## src/rtl/lstm_pkg.sv

```systemverilog
// rtl/lstm_pkg.sv - shared state encoding and sizing defaults for the LSTM hidden-memory controller
package lstm_pkg;

    localparam int LSTM_ADDR_WIDTH = 9;

    typedef enum logic [2:0] {
        ST_IDLE      = 3'd0,
        ST_FWD_START = 3'd1,
        ST_FWD_WAIT  = 3'd2,
        ST_FWD_WR    = 3'd3,
        ST_BWD_START = 3'd4,
        ST_BWD_WAIT  = 3'd5,
        ST_DONE      = 3'd6
    } h_state_e;

    // Unit-select width; a single unit still gets one select bit.
    function automatic int sel_width(input int n);
        return (n > 1) ? $clog2(n) : 1;
    endfunction

endpackage

```

## src/rtl/h_step_counter.sv

```systemverilog
// rtl/h_step_counter.sv - up/down timestep counter with hidden-memory base address multiply
module h_step_counter
    import lstm_pkg::*;
#(
    parameter int NUM_LSTM   = 2,
    parameter int ADDR_WIDTH = LSTM_ADDR_WIDTH
) (
    input  logic                  clk,
    input  logic                  rst,
    input  logic                  clr_i,
    input  logic                  load_one_i,
    input  logic                  inc_i,
    input  logic                  dec_i,
    output logic [ADDR_WIDTH-1:0] t_cnt_o,
    output logic [ADDR_WIDTH-1:0] base_next_o,
    output logic [ADDR_WIDTH-1:0] prev_next_o
);

    localparam logic [ADDR_WIDTH-1:0] UNITS = ADDR_WIDTH'(NUM_LSTM);
    localparam logic [ADDR_WIDTH-1:0] ONE   = ADDR_WIDTH'(1);

    logic [ADDR_WIDTH-1:0] t_q;
    logic [ADDR_WIDTH-1:0] t_d;

    always_comb begin
        t_d = t_q;
        if (clr_i) begin
            t_d = '0;
        end else if (load_one_i) begin
            t_d = ONE;
        end else if (inc_i) begin
            t_d = t_q + ONE;
        end else if (dec_i) begin
            t_d = t_q - ONE;
        end
    end

    always_ff @(posedge clk) begin
        if (rst) begin
            t_q <= '0;
        end else begin
            t_q <= t_d;
        end
    end

    // Addresses are derived from the next count so the controller can register them in step with it.
    assign t_cnt_o     = t_q;
    assign base_next_o = t_d * UNITS;
    assign prev_next_o = (t_d - ONE) * UNITS;

endmodule

```

## src/rtl/memory_h_ctrl.sv

```systemverilog
// rtl/memory_h_ctrl.sv - sequences forward cell steps, hidden-state writes and the optional backward pass
module memory_h_ctrl
    import lstm_pkg::*;
#(
    parameter int NUM_LSTM   = 2,
    parameter int TIMESTEP   = 7,
    parameter int ADDR_WIDTH = LSTM_ADDR_WIDTH
) (
    input  logic                                      clk,
    input  logic                                      rst,
    input  logic                                      start,
    input  logic                                      bptt_en,
    input  logic                                      cell_done,
    input  logic                                      grad_done,
    output logic                                      cell_start,
    output logic                                      grad_start,
    output logic                                      wr,
    output logic [ADDR_WIDTH-1:0]                     wr_addr,
    output logic [ADDR_WIDTH-1:0]                     rd_addr,
    output logic [lstm_pkg::sel_width(NUM_LSTM)-1:0]  wr_sel,
    output logic [ADDR_WIDTH-1:0]                     t_cnt,
    output logic                                      busy,
    output logic                                      done
);

    localparam int                    SEL_W  = sel_width(NUM_LSTM);
    localparam logic [SEL_W-1:0]      LAST_K = SEL_W'(NUM_LSTM - 1);
    localparam logic [ADDR_WIDTH-1:0] T_LAST = ADDR_WIDTH'(TIMESTEP);
    localparam logic [ADDR_WIDTH-1:0] T_ONE  = ADDR_WIDTH'(1);

    generate
        if (NUM_LSTM * (TIMESTEP + 1) > (1 << ADDR_WIDTH)) begin : g_addr_check
            $error("memory_h_ctrl: NUM_LSTM*(TIMESTEP+1) exceeds the ADDR_WIDTH address space");
        end
    endgenerate

    h_state_e              state_q;
    logic                  bptt_q;
    logic                  cell_start_q;
    logic                  grad_start_q;
    logic                  wr_q;
    logic                  busy_q;
    logic                  done_q;
    logic [ADDR_WIDTH-1:0] wr_addr_q;
    logic [ADDR_WIDTH-1:0] rd_addr_q;
    logic [SEL_W-1:0]      wr_sel_q;

    logic                  cnt_clr;
    logic                  cnt_load;
    logic                  cnt_inc;
    logic                  cnt_dec;
    logic [ADDR_WIDTH-1:0] t_cnt_w;
    logic [ADDR_WIDTH-1:0] base_next;
    logic [ADDR_WIDTH-1:0] prev_next;
    logic                  last_k;

    // wr_sel doubles as the unit index k within a write burst.
    assign last_k = (wr_sel_q == LAST_K);

    always_comb begin
        cnt_clr  = 1'b0;
        cnt_load = 1'b0;
        cnt_inc  = 1'b0;
        cnt_dec  = 1'b0;
        case (state_q)
            ST_IDLE:     cnt_load = start;
            ST_FWD_WR:   cnt_inc  = last_k && (t_cnt_w < T_LAST);
            ST_BWD_WAIT: cnt_dec  = grad_done && (t_cnt_w != T_ONE);
            ST_DONE:     cnt_clr  = 1'b1;
            default:     cnt_clr  = 1'b0;
        endcase
    end

    h_step_counter #(
        .NUM_LSTM   (NUM_LSTM),
        .ADDR_WIDTH (ADDR_WIDTH)
    ) u_step (
        .clk         (clk),
        .rst         (rst),
        .clr_i       (cnt_clr),
        .load_one_i  (cnt_load),
        .inc_i       (cnt_inc),
        .dec_i       (cnt_dec),
        .t_cnt_o     (t_cnt_w),
        .base_next_o (base_next),
        .prev_next_o (prev_next)
    );

    always_ff @(posedge clk) begin
        if (rst) begin
            state_q      <= ST_IDLE;
            bptt_q       <= 1'b0;
            cell_start_q <= 1'b0;
            grad_start_q <= 1'b0;
            wr_q         <= 1'b0;
            busy_q       <= 1'b0;
            done_q       <= 1'b0;
            wr_addr_q    <= '0;
            rd_addr_q    <= '0;
            wr_sel_q     <= '0;
        end else begin
            cell_start_q <= 1'b0;
            grad_start_q <= 1'b0;
            done_q       <= 1'b0;
            case (state_q)
                ST_IDLE: begin
                    if (start) begin
                        state_q      <= ST_FWD_START;
                        bptt_q       <= bptt_en;
                        busy_q       <= 1'b1;
                        cell_start_q <= 1'b1;
                        rd_addr_q    <= prev_next;
                    end
                end
                ST_FWD_START: begin
                    state_q <= ST_FWD_WAIT;
                end
                ST_FWD_WAIT: begin
                    if (cell_done) begin
                        state_q   <= ST_FWD_WR;
                        wr_q      <= 1'b1;
                        wr_sel_q  <= '0;
                        wr_addr_q <= base_next;
                    end
                end
                ST_FWD_WR: begin
                    if (last_k) begin
                        wr_q     <= 1'b0;
                        wr_sel_q <= '0;
                        if (cnt_inc) begin
                            state_q      <= ST_FWD_START;
                            cell_start_q <= 1'b1;
                            rd_addr_q    <= prev_next;
                        end else if (bptt_q) begin
                            state_q      <= ST_BWD_START;
                            grad_start_q <= 1'b1;
                            rd_addr_q    <= base_next;
                        end else begin
                            state_q <= ST_DONE;
                            done_q  <= 1'b1;
                        end
                    end else begin
                        wr_sel_q  <= wr_sel_q + SEL_W'(1);
                        wr_addr_q <= wr_addr_q + T_ONE;
                    end
                end
                ST_BWD_START: begin
                    state_q <= ST_BWD_WAIT;
                end
                ST_BWD_WAIT: begin
                    if (grad_done) begin
                        if (cnt_dec) begin
                            state_q      <= ST_BWD_START;
                            grad_start_q <= 1'b1;
                            rd_addr_q    <= base_next;
                        end else begin
                            state_q <= ST_DONE;
                            done_q  <= 1'b1;
                        end
                    end
                end
                ST_DONE: begin
                    state_q   <= ST_IDLE;
                    busy_q    <= 1'b0;
                    bptt_q    <= 1'b0;
                    rd_addr_q <= '0;
                    wr_addr_q <= '0;
                end
                default: begin
                    state_q <= ST_IDLE;
                end
            endcase
        end
    end

    assign cell_start = cell_start_q;
    assign grad_start = grad_start_q;
    assign wr         = wr_q;
    assign wr_addr    = wr_addr_q;
    assign rd_addr    = rd_addr_q;
    assign wr_sel     = wr_sel_q;
    assign t_cnt      = t_cnt_w;
    assign busy       = busy_q;
    assign done       = done_q;

endmodule

```

## config.mk

```make
export PLATFORM = sky130hd
export DESIGN_NAME = memory_h_ctrl
export DESIGN_NICKNAME = d
export VERILOG_FILES = /design/src/rtl/lstm_pkg.sv /design/src/rtl/h_step_counter.sv /design/src/rtl/memory_h_ctrl.sv
export SDC_FILE = /design/constraint.sdc
export NUM_CORES = 1
export LEC_CHECK = 0
export CORE_MARGIN = 2
export CORE_UTILIZATION = 25
export CTS_CLUSTER_DIAMETER = 200
export CTS_CLUSTER_SIZE = 28
export DETAILED_ROUTE_END_ITERATION = 8
export GPL_ROUTABILITY_DRIVEN = 0
export PLACE_DENSITY = 0.43
export SETUP_SLACK_MARGIN = 0.05
export SYNTH_ARGS = -nofsm -noshare
export SYNTH_HDL_FRONTEND = slang
export SYNTH_SLANG_ARGS = --single-unit
```

## constraint.sdc

```tcl
create_clock -name clk -period 2.7 [get_ports clk]
set_input_delay 0.54 -clock clk [delete_from_list [all_inputs] [get_ports clk]]
set_output_delay 0.54 -clock clk [all_outputs]
set_load 0.1 [all_outputs]
```

Word level (Yosys, flattened, before mapping)
Index checks and enable logic that the tools add are counted.
{"block": "word_totals", "reg_bits": 37, "wordCells": 96}
{"block": "op_classes", "addsub": 5, "magnitude_cmp": 1, "eq_ne": 14, "mux": 52, "n_reduce_logical": 13}
{"cell": "$mux 9", "count": 12}
{"cell": "$pmux 9 s4", "count": 1}
{"cell": "$pmux 9 s3", "count": 1}
{"cell": "$mux 1", "count": 23}
{"cell": "$add 9x1->9 const B", "count": 2}
{"cell": "$pmux 3 s6", "count": 1}
{"cell": "$mux 3", "count": 5}
{"cell": "$pmux 1 s2", "count": 7}
{"cell": "$ne 2x2->1 const B", "count": 6}
{"cell": "$eq 3x3->1 const B", "count": 3}
{"cell": "$lt 9x3->1 const B", "count": 1}
{"cell": "$ne 9x1->1 const B", "count": 1}
{"cell": "$sub 9x1->9 const B", "count": 1}
{"cell": "$sub 8x1->8 const B", "count": 1}
{"cell": "$eq 3x2->1 const B", "count": 2}
{"cell": "$reduce_and 3->1", "count": 2}
{"cell": "$reduce_and 6->1", "count": 1}
{"cell": "$mux 2", "count": 2}
{"cell": "$reduce_and 2->1", "count": 2}
{"cell": "$reduce_and 4->1", "count": 1}
{"cell": "$reduce_bool 2->1", "count": 2}
{"cell": "$reduce_bool 4->1", "count": 1}
{"cell": "$eq 3x1->1 const B", "count": 1}
{"cell": "$logic_not 3->1", "count": 1}
{"cell": "4 further kinds", "count": 5}

Longest topological paths before layout
Gate-level depths: netlist of run 1.
{"block": "depth", "word_depth": 11, "mapped_depth": 11}

Modules after synthesis
Synthesis of run 1 repeated with hierarchy kept, for this count alone.
{"block": "hier_totals", "cells_unflattened": 312, "hier_area_um2": 2496.1}
{"mod": "memory_h_ctrl", "instances": 1, "cells_each": 216, "area_each_um2": 1773.0, "seq_area_each_um2": 560.5}
{"mod": "h_step_counter", "instances": 1, "cells_each": 96, "area_each_um2": 723.2, "seq_area_each_um2": 180.2}

Least setup slack after synthesis of run 1
Ideal clock, no wire load.
{"block": "synth_path", "path_type": "reg2reg", "startpoint": "reg u_step.t_q[0] (netlist: u_step.t_cnt_o[0])", "endpoint": "reg rd_addr_q[5] (netlist: rd_addr[5])", "arrival_time_ns": 3.525, "required_time_ns": 2.609, "slack_ns": -0.916, "stages_incl_launch_ff": 10, "period_less_slack_ns": 3.616, "cell_sequence": "dfxtp_1 > ha_1 > or4b_1 > o21a_1 > or4_4 > nand3_4 > ha_1 > nand2_1 > or4_1 > a311oi_1"}
{"block": "synth_between", "elab_chain_cells": 11, "word_cells_on_any_way": 23, "cone_classes": "add/sub: 3; order compare: 1; eq/ne: 3; mux: 13; reduce/logical: 3"}
{"element": "from (decl)", "line": "h_step_counter.sv:22", "source": "logic [ADDR_WIDTH-1:0] t_q;"}
{"element": "from (signal assigned)", "line": "h_step_counter.sv:42", "source": "t_q <= t_d;"}
{"element": "branches (longest 11 deep; another with $lt 9x3->1)"}
{"element": "to (signal assigned)", "line": "memory_h_ctrl.sv:112", "source": "rd_addr_q <= prev_next;"}
{"element": "to (signal assigned)", "line": "memory_h_ctrl.sv:133", "source": "rd_addr_q <= prev_next;"}
{"element": "to (signal assigned)", "line": "memory_h_ctrl.sv:137", "source": "rd_addr_q <= base_next;"}
{"element": "to (decl)", "line": "memory_h_ctrl.sv:45", "source": "logic [ADDR_WIDTH-1:0] rd_addr_q;"}
Several ways; the timed one is not identified. The select of a mux whose other input is x is not followed.
A chain may end at the register's enable or synchronous reset.

Worst setup path after layout of run 1
{"block": "layout_path", "startpoint": "reg u_step.t_q[1] (netlist: u_step.t_cnt_o[1])", "endpoint": "reg rd_addr_q[5] (netlist: rd_addr[5])"}
The elaborated chain is that of the path after synthesis.

==> results of run 1 <==
## worst max-delay path: stages, from the launching register on
cell      delay, ns
dfxtp_4        0.36
inv_4          0.06
ha_4           0.12
or4b_4         0.46
o21a_1         0.23
or4_4          0.44
nand3_4        0.09
ha_4           0.14
nand2_4        0.05
or4_4          0.47
a311oi_2       0.24
## cell type report
class / count / area [um^2] / share of cell area
Inverter: 10 / 40.0 / 0.0127
Tap cell: 108 / 135 / 0.0427
Clock buffer: 5 / 68.8 / 0.0217
Multi-Input combinational cell: 220 / 1500 / 0.475
Sequential cell: 36 / 741 / 0.234
Timing Repair Buffer: 83 / 636 / 0.201
Clock inverter: 3 / 41.3 / 0.0130
## sequential cells by signal (all words and copies together) (netlist names)
register,count
rd_addr,8
bptt_q,1
cell_start,1
u_step.t_cnt_o,9
busy,1
done,1
grad_start,1
wr_sel,1
wr,1
state_q,3
wr_addr,9
## worst max path at each step
stage	cells after the start	slack, ns	to
after global routing	11	-0.14	rd_addr[5]$_SDFFE_PP0P_
after floorplan	9	-0.25	rd_addr[5]$_SDFFE_PP0P_
after global placement	8	-0.18	rd_addr[5]$_SDFFE_PP0P_
after detailed placement	8	-0.22	rd_addr[5]$_SDFFE_PP0P_
after CTS	10	-0.11	rd_addr[5]$_SDFFE_PP0P_
final	10	-0.04	rd_addr[5]$_SDFFE_PP0P_
## metal layers
layer  vias to the layer above  wire [um]  track usage
met3                         4        228       0.0272
li1                       1180          -            -
met2                        35       3010        0.229
met4                         0         38       0.0288
met1                      1044       3630        0.214
met5                         -          0            0
## stage by stage
stage	std cells	area, um^2	setup slack [ns]	util
5_1_grt	465	3160	-0.141	0.366
4_1_cts	462	3090	-0.107	0.358
3_5_place_dp	454	2970	-0.225	0.344
2_1_floorplan	281	2290	-0.249	-
6_report	465	3160	-0.0426	0.366
3_3_place_gp	454	2970	-0.183	0.344
## power by group
part / internal, mW / switching, mW
registers: 0.628 / 0.0762
logic: 0.468 / 1.05
clock network: 0.275 / 0.222
total: 1.37 / 1.35
## cells by family (layout without fill, tap and decap cells)
group,Yosys count,in the layout,synth area share
and+or+nand+nor,130,130,0.322
AOI/OAI and AO/OA,67,67,0.200
xor gates and xnor gates,6,6,0.0238
DFF,36,36,0.326
muxes,11,11,0.0537
buffers and inverters,25,101,0.0441
other,1,1,0.00170
adders and majority gates,5,5,0.0283
## placed cells by master, fill, tap and decap left out, drive strengths merged, types with 3 or more instances in the layout
cell type,Yosys,routed
nand2b,3,3
o21ai,16,16
clkdlybuf4s50,0,5
nor2b,4,4
nor3,15,15
and4b,3,3
or4,4,4
mux2,4,4
ha,5,5
o22ai,4,4
inv,10,11
xor2,3,3
xnor2,3,3
nand2,22,22
buf,2,78
nand4,3,3
nor2,43,43
a311oi,4,4
clkbuf,13,5
mux2i,7,7
nand3,10,10
dfxtp,36,36
o21a,4,4
and2,3,3
a211oi,4,4
nor4,7,7
a21oi,20,20
## what timing repair did
item,in CTS,in global routing
gates resized for setup,3,10
pin swaps,3,6
setup endpoints to repair,3,7
endpoints found under the hold margin,0,0
setup buffers,0,3
==> qor.txt, run 1 <==
POWER AND IR DROP
----------------------------------------------------------------------------------------
Max rail drop VDD                                                             0.000316 V
Overall power after layout                                                       2.72 mW
Ratio of total power to cell area                                            861 nW/um^2
Leakage power                                                                    1.32 nW

FLOORPLAN
----------------------------------------------------------------------------------------
Overall die area                                                               9620 um^2
Core footprint                                                                 8640 um^2
Height of the chip                                                               98.1 um
Total number of placement rows                                                        34
Starting density of the core                                                       0.256
Horiz. Die Dim                                                                   98.1 um
Count of pins on the block boundary                                                   39

GLOBAL ROUTING
----------------------------------------------------------------------------------------
Grt total ovfl                                                                         0
Number of antenna violations at the first check in global routing                      0
Total routing resource utilization after global routing                            0.148
First-pass GRT wire length                                                       11.5 mm
Vias in the first global route                                                     2,237
Maximum number of pins on one net before global-route repair                          19

TIMING
----------------------------------------------------------------------------------------
Number of max-slew violations in the final report                                      0
Setup repair after global routing missed its margin                                 true
Number of hold violations in the final report                                          0
Setup violators final                                                                  1
Time the worst path needs with I/O delays and setup                              2.74 ns
Total negative slack for setup checks                                         -0.0426 ns
Worst-Margin Slew                                                               0.574 ns
Portion of the clock cycle consumed by the worst path in the final layout           1.02
Setup Skew                                                                     0.0121 ns
Maximum clock frequency                                                          365 MHz
Final critical-path setup slack                                               -0.0426 ns
WHS                                                                             0.463 ns
Headroom to the max-slew limit                                                     0.616

CTS
----------------------------------------------------------------------------------------
Clk sink count                                                                        36
CTS Root Buffer Type                                                            clkbuf_8
CTS max path bufs                                                                      2
Clock Pin Slew Worst Setup and Hold Paths                                        0.08 ns
TritonCTS clock tree                                                                 yes
H-tree levels                                                                          2
Clk Latency, worst-skew pair                                                     0.29 ns
Number of CTS-inserted buffers                                                         5
Number of hold-repair buffers added at the cts stage                                   0

SETUP PATH
----------------------------------------------------------------------------------------
Max FO, Critical Path                                                                  3
Worst reg2reg setup slack                                                       -0.04 ns
Cell depth of the worst flop-to-flop path                                             10
Endpoint of the worst-slack reg-to-reg timing path                          rd_addr[5]$_SDFFE_PP0P_
Worst R2R Start                                                             u_step.t_cnt_o[1]$_SDFF_PP0_
Data required time of the critical path                                          2.90 ns
Crit Path Category                                                          flip-flop to flip-flop
Beginning of the critical path                                              u_step.t_cnt_o[1]$_SDFF_PP0_
Arr. time, crit path                                                             2.94 ns
Critical path capture point type                                               flip-flop
Setup crit start kind                                                          flip-flop

CELLS AND AREA
----------------------------------------------------------------------------------------
Antenna diode count                                                                    0
Nets                                                                                 367
Signed area change from the synthesized netlist to the final layout                43.0%
Number of filler cells placed in the layout                                          923
Fraction of final layout cells with drive strength greater than 1                  0.367

YOSYS
----------------------------------------------------------------------------------------
Synthesized area                                                               2210 um^2
Async SR Flop Fraction                                                                 0
Mapped Avg Cell Area                                                           7.87 um^2
Largest area contributor in the synthesized netlist                              dfxtp_1
Count leader, synth                                                               nor2_1
Number of flops mapped to enable cells by yosys                                        0
Yosys top cell area share                                                          0.326
Post-Synthesis Net Count                                                             292
Number of synthesized register bits                                                   36
Cell types occupying the most area after synthesis                          dfxtp_1 33%, nor2_1 7.3%, a21oi_1 4.5%, nand2_1 3.7%, nor3_1 3.4%
Top cells by count, synth                                                   43 x nor2_1, 36 x dfxtp_1, 22 x nand2_1
Synthesized instance count                                                           281
Post-synth cell types                                                                 53
Count of yosys warnings during synthesis                                               0
Share of synthesized area occupied by flip-flops and latches                       0.326
Leading register cell type out of synthesis                                      dfxtp_1

RUN
----------------------------------------------------------------------------------------
Maximum Capacitance Violations                                                         0

PLACED DESIGN
----------------------------------------------------------------------------------------
Buffers on Ports                                                                      37
HPWL after detailed placement                                                    5.17 mm

DRT
----------------------------------------------------------------------------------------
Residual DRC count                                                                     0
Number of violations reported at the end of detailed-routing iteration 0              94
Drt pass-1 iters                                                                       4
Post-route ant nets                                                                    0
Ratio of routed vias to standard cells                                              4.87
Routed Wire Length                                                               6.91 mm
Wirelength per Cell                                                              14.9 um
Total via count after detailed routing                                             2,263

HOLD PATH
----------------------------------------------------------------------------------------
Min-Delay Startpoint                                                        rd_addr[1]$_SDFFE_PP0P_
Worst Hold End                                                              rd_addr[1]$_SDFFE_PP0P_
Number of cells on the worst hold path                                                 2
Min-delay worst type                                                        flip-flop to flip-flop

STATUS
----------------------------------------------------------------------------------------
Violated checks                                                             setup timing
Result of the run                                                           complete, but fails checks

Power figures use the tool's default switching activity.
==> run 2: changes to the inputs <==
Settings changed: CORE_UTILIZATION 25 to 41, PLACE_DENSITY 0.43 to 0.65.
==> run 2 against run 1 <==
  * The flow still finishes with violations (setup timing)
  * Fmax about the same
  * Combinational power hardly changed
  * First-iteration DRC count up 7.4%
  * Largest power group unchanged
  * Clock power grew 22%
  * Count of clock-buffer cells in the layout grew 2
  * Global-route usage is 6.4 points higher
==> qor.txt, run 2 (synthesis gave the netlist of run 1 again) <==
STATUS
----------------------------------------------------------------------------------------
Result of the run                                                           complete, but fails checks   unchanged
Violated checks                                                             setup timing   unchanged

TIMING
----------------------------------------------------------------------------------------
Headroom to the max-slew limit                                                     0.617   was 0.616
Setup violators final                                                                  1   unchanged
Time the worst path needs with I/O delays and setup                              2.74 ns   about the same
Maximum clock frequency                                                          365 MHz   about the same
Number of hold violations in the final report                                          0   unchanged
Setup Skew                                                                    0.00896 ns   was 0.0121 ns
Portion of the clock cycle consumed by the worst path in the final layout           1.02   about the same
Number of max-slew violations in the final report                                      0   unchanged
Setup repair after global routing missed its margin                                 true   unchanged
Final critical-path setup slack                                               -0.0427 ns   was -0.0426 ns
Total negative slack for setup checks                                         -0.0427 ns   was -0.0426 ns
Worst-Margin Slew                                                               0.572 ns   was 0.574 ns

PLACED DESIGN
----------------------------------------------------------------------------------------
HPWL after detailed placement                                                    4.53 mm   was 5.17 mm
Buffers on Ports                                                                      37   unchanged
Total instance count after detailed placement                                        412   was 454

POWER AND IR DROP
----------------------------------------------------------------------------------------
Leakage power                                                                    1.29 nW   was 1.32 nW
Max rail drop VDD                                                             0.000407 V   was 0.000316 V
Overall power after layout                                                       2.79 mW   was 2.72 mW
Ratio of total power to cell area                                            902 nW/um^2   was 861 nW/um^2

FLOORPLAN
----------------------------------------------------------------------------------------
Starting density of the core                                                       0.428   was 0.256
Total number of placement rows                                                        26   was 34
Height of the chip                                                               77.5 um   was 98.1 um
Horiz. Die Dim                                                                   77.5 um   was 98.1 um
Count of pins on the block boundary                                                   39   unchanged
Overall die area                                                               6000 um^2   was 9620 um^2
Core footprint                                                                 5170 um^2   was 8640 um^2

GLOBAL ROUTING
----------------------------------------------------------------------------------------
First-pass GRT wire length                                                       10.3 mm   was 11.5 mm
Number of antenna violations at the first check in global routing                      0   unchanged
Grt total ovfl                                                                         0   unchanged
Maximum number of pins on one net before global-route repair                          21   was 19
Vias in the first global route                                                     2,174   was 2,237
Total routing resource utilization after global routing                            0.212   was 0.148

CELLS AND AREA
----------------------------------------------------------------------------------------
Antenna diode count                                                                    0   unchanged
Final Non-Filler Cells                                                               421   was 465
Share of the core filled with cells in the final layout                            0.598   was 0.366
Fraction of final layout cells with drive strength greater than 1                  0.345   was 0.367
Top library cells by usage in the layout, fill and taps aside               72 x buf_4, 42 x nor2_1, 26 x dfxtp_1   was 78 x buf_4, 42 x nor2_1, 26 x dfxtp_1
Most common library cell in the layout ignoring fill and taps                      buf_4   unchanged
Signed area change from the synthesized netlist to the final layout                39.9%   was 43.0%
Number of filler cells placed in the layout                                          469   was 923
Nets                                                                                 361   was 367

DRT
----------------------------------------------------------------------------------------
Routed Wire Length                                                               5.97 mm   was 6.91 mm
Wirelength per Cell                                                              14.2 um   was 14.9 um
Post-route ant nets                                                                    0   unchanged
Residual DRC count                                                                     0   unchanged
Total via count after detailed routing                                             2,296   was 2,263
Ratio of routed vias to standard cells                                              5.45   was 4.87
Number of violations reported at the end of detailed-routing iteration 0             101   was 94
Drt pass-1 iters                                                                       4   unchanged

SETUP PATH
----------------------------------------------------------------------------------------
Max FO, Critical Path                                                                  3   unchanged
Crit Path Category                                                          flip-flop to flip-flop   unchanged
Arr. time, crit path                                                             2.95 ns   was 2.94 ns
Setup crit start kind                                                          flip-flop   unchanged
Data required time of the critical path                                          2.90 ns   about the same
Critical path capture point type                                               flip-flop   unchanged

CTS
----------------------------------------------------------------------------------------
TritonCTS clock tree                                                                 yes   unchanged
Clock Pin Slew Worst Setup and Hold Paths                                        0.08 ns   about the same
Number of CTS-inserted buffers                                                         5   unchanged
H-tree levels                                                                          2   unchanged
Number of hold-repair buffers added at the cts stage                                   0   unchanged
Clk Latency, worst-skew pair                                                     0.30 ns   was 0.29 ns
CTS max path bufs                                                                      2   unchanged
Clk sink count                                                                        36   unchanged
CTS Root Buffer Type                                                            clkbuf_8   unchanged

HOLD PATH
----------------------------------------------------------------------------------------
Min-delay worst type                                                        flip-flop to flip-flop   unchanged

RUN
----------------------------------------------------------------------------------------
Maximum Capacitance Violations                                                         0   unchanged

-- run 2: path summary, 6_finish.rpt --
kind | start | end | slack (ns) | depth (start not counted)
setup / recovery | u_step.t_cnt_o[1]$_SDFF_PP0_ | rd_addr[5]$_SDFFE_PP0P_ | -0.04 | 10
hold / removal | rd_addr[1]$_SDFFE_PP0P_ | rd_addr[1]$_SDFFE_PP0P_ | 0.47 | 2
setup reg to reg | u_step.t_cnt_o[1]$_SDFF_PP0_ | rd_addr[5]$_SDFFE_PP0P_ | -0.04 | 10
hold reg to reg | rd_addr[1]$_SDFFE_PP0P_ | rd_addr[1]$_SDFFE_PP0P_ | 0.47 | 2
-- run 2: report_power, final --
group | switching, mW | leakage, nW | total (mW) | internal (mW)
logic | 1.04 | 0.919 | 1.49 | 0.452
clock network | 0.217 | 0.0747 | 0.605 | 0.388
registers | 0.0646 | 0.300 | 0.693 | 0.628
total | 1.32 | 1.29 | 2.79 | 1.47
-- run 2: repair_timing --
item / 4_1_cts / 5_1_grt
setup endpoints to repair: 5 / 5
pin swaps: 2 / 1
buffers inserted: 0 / 1
gates resized for setup: 6 / 4
-- run 2: metrics by stage --
| stage | cell area, um^2 | setup WS (ns) | hold slack, ns |
|---|---|---|---|
| finish | 3090 | -0.0427 | 0.467 |
| global route | 3090 | -0.120 | 0.497 |
| floorplan | 2290 | -0.249 | 0.509 |
| CTS | 3070 | -0.0478 | 0.470 |
| global placement | 2900 | -0.133 | 0.452 |
| detailed placement | 2900 | -0.221 | 0.457 |
-- run 2: routing by layer --
| metal | routed length (um) | global-route usage | part of all wire | up-vias |
|---|---|---|---|---|
| met2 | 2670 | 0.332 | 0.45 | 60 |
| met4 | 111 | 0.100 | 0.019 | 0 |
| met5 | 0 | 0 | 0 | - |
| met3 | 315 | 0.0302 | 0.053 | 12 |
| li1 | - | - | - | 1161 |
| met1 | 2880 | 0.288 | 0.48 | 1063 |
-- run 2: final cells by class --
class	instances	area, um^2	area share
Multi-Input combinational cell	220	1490	0.480
Sequential cell	36	741	0.239
Timing Repair Buffer	77	591	0.191
Clock buffer	7	119	0.0384
Tap cell	70	87.6	0.0283
Inverter	10	40.0	0.0129
Clock inverter	1	30.0	0.00970
-- run 2: worst max-delay path, stage by stage, from the launching register on --
cell and delay [ns]:
dfxtp_4 0.36, inv_4 0.06, ha_4 0.12, or4b_4 0.47, o21a_1 0.20, or4_4 0.44
nand3_4 0.10, ha_4 0.16, nand2_4 0.05, or4_4 0.48, a311oi_2 0.22
==> run 3: changes to the inputs <==
Settings changed: MAX_ROUTING_LAYER set to met4.
==> run 3 against run 2 <==
  * The run still ends with setup timing left
  * Global-route usage rose by 0.62 points
  * Combinational power barely moved
  * Critical path depth is the same
  * Largest cell class unchanged
==> qor.txt, run 3 (synthesis gave the netlist of run 1 again) <==
STATUS
----------------------------------------------------------------------------------------
Result of the run                                                           complete, but fails checks   unchanged
Violated checks                                                             setup timing   unchanged

FLOORPLAN
----------------------------------------------------------------------------------------
Starting density of the core                                                       0.428   unchanged
Overall die area                                                               6000 um^2   unchanged
Total number of placement rows                                                        26   unchanged
Horiz. Die Dim                                                                   77.5 um   unchanged
Core footprint                                                                 5170 um^2   unchanged
Height of the chip                                                               77.5 um   unchanged
Count of pins on the block boundary                                                   39   unchanged

CTS
----------------------------------------------------------------------------------------
H-tree levels                                                                          2   unchanged
CTS Root Buffer Type                                                            clkbuf_8   unchanged
TritonCTS clock tree                                                                 yes   unchanged
Number of CTS-inserted buffers                                                         5   unchanged
Number of hold-repair buffers added at the cts stage                                   0   unchanged
Clk sink count                                                                        36   unchanged
Clk Latency, worst-skew pair                                                     0.30 ns   about the same
Clock Pin Slew Worst Setup and Hold Paths                                        0.08 ns   about the same
CTS max path bufs                                                                      2   unchanged

CELLS AND AREA
----------------------------------------------------------------------------------------
Nets                                                                                 361   unchanged
Area of all sequential standard cells                                           741 um^2   unchanged
Most common library cell in the layout ignoring fill and taps                      buf_4   unchanged
Antenna diode count                                                                    0   unchanged
Top library cells by usage in the layout, fill and taps aside               72 x buf_4, 42 x nor2_1, 26 x dfxtp_1   unchanged
Fraction of final layout cells with drive strength greater than 1                  0.345   unchanged
Number of filler cells placed in the layout                                          469   unchanged
Signed area change from the synthesized netlist to the final layout                39.9%   unchanged
Share of the core filled with cells in the final layout                            0.598   unchanged
Area of the multi-input gates                                                  1490 um^2   unchanged

SETUP PATH
----------------------------------------------------------------------------------------
Crit Path Category                                                          flip-flop to flip-flop   unchanged
Cell depth of the worst flop-to-flop path                                             10   unchanged
Setup crit start kind                                                          flip-flop   unchanged
Slowest CP cell                                                                    or4_4   unchanged
Worst reg2reg setup slack                                                       -0.04 ns   about the same
Max FO, Critical Path                                                                  3   unchanged
Critical path capture point type                                               flip-flop   unchanged
Endpoint of the worst-slack reg-to-reg timing path                          rd_addr[5]$_SDFFE_PP0P_   unchanged
Dominant delay contributor by cell family on the critical path              simple AND/OR/NAND/NOR gates   unchanged
Data required time of the critical path                                          2.90 ns   about the same
Arr. time, crit path                                                             2.94 ns   was 2.95 ns
Worst R2R Start                                                             u_step.t_cnt_o[1]$_SDFF_PP0_   unchanged
Cells along the critical path                                               inv_4, ha_4, or4b_4, o21a_1, or4_4, nand3_4, ha_4, nand2_4, or4_4, a311oi_2   unchanged
Critical Path Max Stage Delay                                                    0.48 ns   about the same
Number of buffers and inverters on the critical path                                   1   unchanged

TIMING
----------------------------------------------------------------------------------------
Headroom to the max-slew limit                                                     0.634   was 0.617
Portion of the clock cycle consumed by the worst path in the final layout           1.01   was 1.02
Setup repair after global routing missed its margin                                 true   unchanged
Time the worst path needs with I/O delays and setup                              2.74 ns   about the same
Maximum clock frequency                                                          365 MHz   about the same
Number of hold violations in the final report                                          0   unchanged
Final critical-path setup slack                                               -0.0385 ns   was -0.0427 ns
Worst-Margin Slew                                                               0.548 ns   was 0.572 ns
Setup Skew                                                                    0.00823 ns   was 0.00896 ns
Number of max-slew violations in the final report                                      0   unchanged
Setup violators final                                                                  1   unchanged

DRT
----------------------------------------------------------------------------------------
Total via count after detailed routing                                             2,296   unchanged
Post-route ant nets                                                                    0   unchanged
Routed Wire Length                                                               5.98 mm   was 5.97 mm
Wirelength per Cell                                                              14.2 um   about the same
Ratio of routed vias to standard cells                                              5.45   unchanged
Residual DRC count                                                                     0   unchanged
Drt pass-1 iters                                                                       4   unchanged
Number of violations reported at the end of detailed-routing iteration 0              90   was 101

HOLD PATH
----------------------------------------------------------------------------------------
Min-Delay Startpoint                                                        rd_addr[1]$_SDFFE_PP0P_   unchanged
Worst Hold End                                                              rd_addr[1]$_SDFFE_PP0P_   unchanged
Min-delay worst type                                                        flip-flop to flip-flop   unchanged
Number of cells on the worst hold path                                                 2   unchanged

POWER AND IR DROP
----------------------------------------------------------------------------------------
Portion of total power attributed to the clock network                             0.216   was 0.217
Ratio of total power to cell area                                            902 nW/um^2   about the same
Leakage power                                                                    1.29 nW   unchanged
Sequential cell fraction of total power                                            0.249   was 0.248
Logic pwr share                                                                    0.536   was 0.535
Switch Pwr                                                                       1.32 mW   about the same
Cell-internal power                                                              1.47 mW   about the same
Max rail drop VDD                                                             0.000408 V   was 0.000407 V
Switch share                                                                       0.474   about the same

GLOBAL ROUTING
----------------------------------------------------------------------------------------
Number of antenna violations at the first check in global routing                      0   unchanged
Grt total ovfl                                                                         0   unchanged
Maximum number of pins on one net before global-route repair                          21   unchanged
Total routing resource utilization after global routing                            0.218   was 0.212
Vias in the first global route                                                     2,167   was 2,174
First-pass GRT wire length                                                       10.2 mm   was 10.3 mm

PLACED DESIGN
----------------------------------------------------------------------------------------
Worst-case setup slack after placement                                         -0.221 ns   unchanged
Buffers on Ports                                                                      37   unchanged
HPWL after detailed placement                                                    4.53 mm   unchanged

RUN
----------------------------------------------------------------------------------------
Maximum Capacitance Violations                                                         0   unchanged

-- run 3: cell counts in the layout (fill, tap and decap cells not counted) --
Identical to the previous run, type by type.
-- run 3: cell type report --
class / count / area share
Multi-Input combinational cell: 220 / 0.480
Sequential cell: 36 / 0.239
Timing Repair Buffer: 77 / 0.191
Clock buffer: 7 / 0.0384
Tap cell: 70 / 0.0283
Inverter: 10 / 0.0129
Clock inverter: 1 / 0.00970
-- run 3: how the worst max path moves through the flow --
stage                                      start                 endpoint  slack [ns]  cells past startpoint
floorplan           u_step.t_cnt_o[0]$_SDFF_PP0_  rd_addr[5]$_SDFFE_PP0P_       -0.25                      9
finish              u_step.t_cnt_o[1]$_SDFF_PP0_  rd_addr[5]$_SDFFE_PP0P_       -0.04                     10
global route        u_step.t_cnt_o[1]$_SDFF_PP0_  rd_addr[5]$_SDFFE_PP0P_       -0.12                     10
CTS                 u_step.t_cnt_o[1]$_SDFF_PP0_  rd_addr[5]$_SDFFE_PP0P_       -0.05                     10
detailed placement                     grad_done  rd_addr[5]$_SDFFE_PP0P_       -0.22                      9
global placement                       grad_done  rd_addr[6]$_SDFFE_PP0P_       -0.13                     10
-- run 3: worst register-to-register path: stages (launching register included) --
cell and delay, ns:
dfxtp_4 0.36, inv_4 0.06, ha_4 0.12, or4b_4 0.46, o21a_1 0.20, or4_4 0.44
nand3_4 0.10, ha_4 0.16, nand2_4 0.05, or4_4 0.48, a311oi_2 0.22
-- run 3: what timing repair did --
item	4_1_cts	5_1_grt
setup buffers	0	1
endpoints found under the setup margin	5	5
gates resized for setup	6	4
pin swaps	2	1
-- run 3: layer usage --
metal  wire, um  track usage  vias to the layer above
li1           -            -                     1160
met1       2880        0.289                     1064
met2       2670        0.331                       60
met3        320       0.0442                       12
met4        110       0.0786                        0
met5          0            -                        -
-- run 3: stage by stage --
stage                     setup TNS [ns]  total power, mW  cell area [um^2]  hold WS, ns  std cells
after floorplan                   -0.419             1.83              2290        0.509        281
after global placement            -0.583             2.17              2900        0.452        412
after detailed placement          -0.876             2.18              2900        0.457        412
after CTS                        -0.0478             2.80              3070        0.470        420
after global routing              -0.187             2.95              3090        0.497        421
final                            -0.0385             2.79              3090        0.466        421
-- run 3: power groups by stage --
stage	Sequential, mW	Combinational (mW)	Clock [mW]
after floorplan	1.30	0.528	0
after global placement	0.705	1.46	0
after detailed placement	0.706	1.47	0
after CTS	0.693	1.49	0.614
after global routing	0.709	1.60	0.641
final	0.693	1.49	0.602
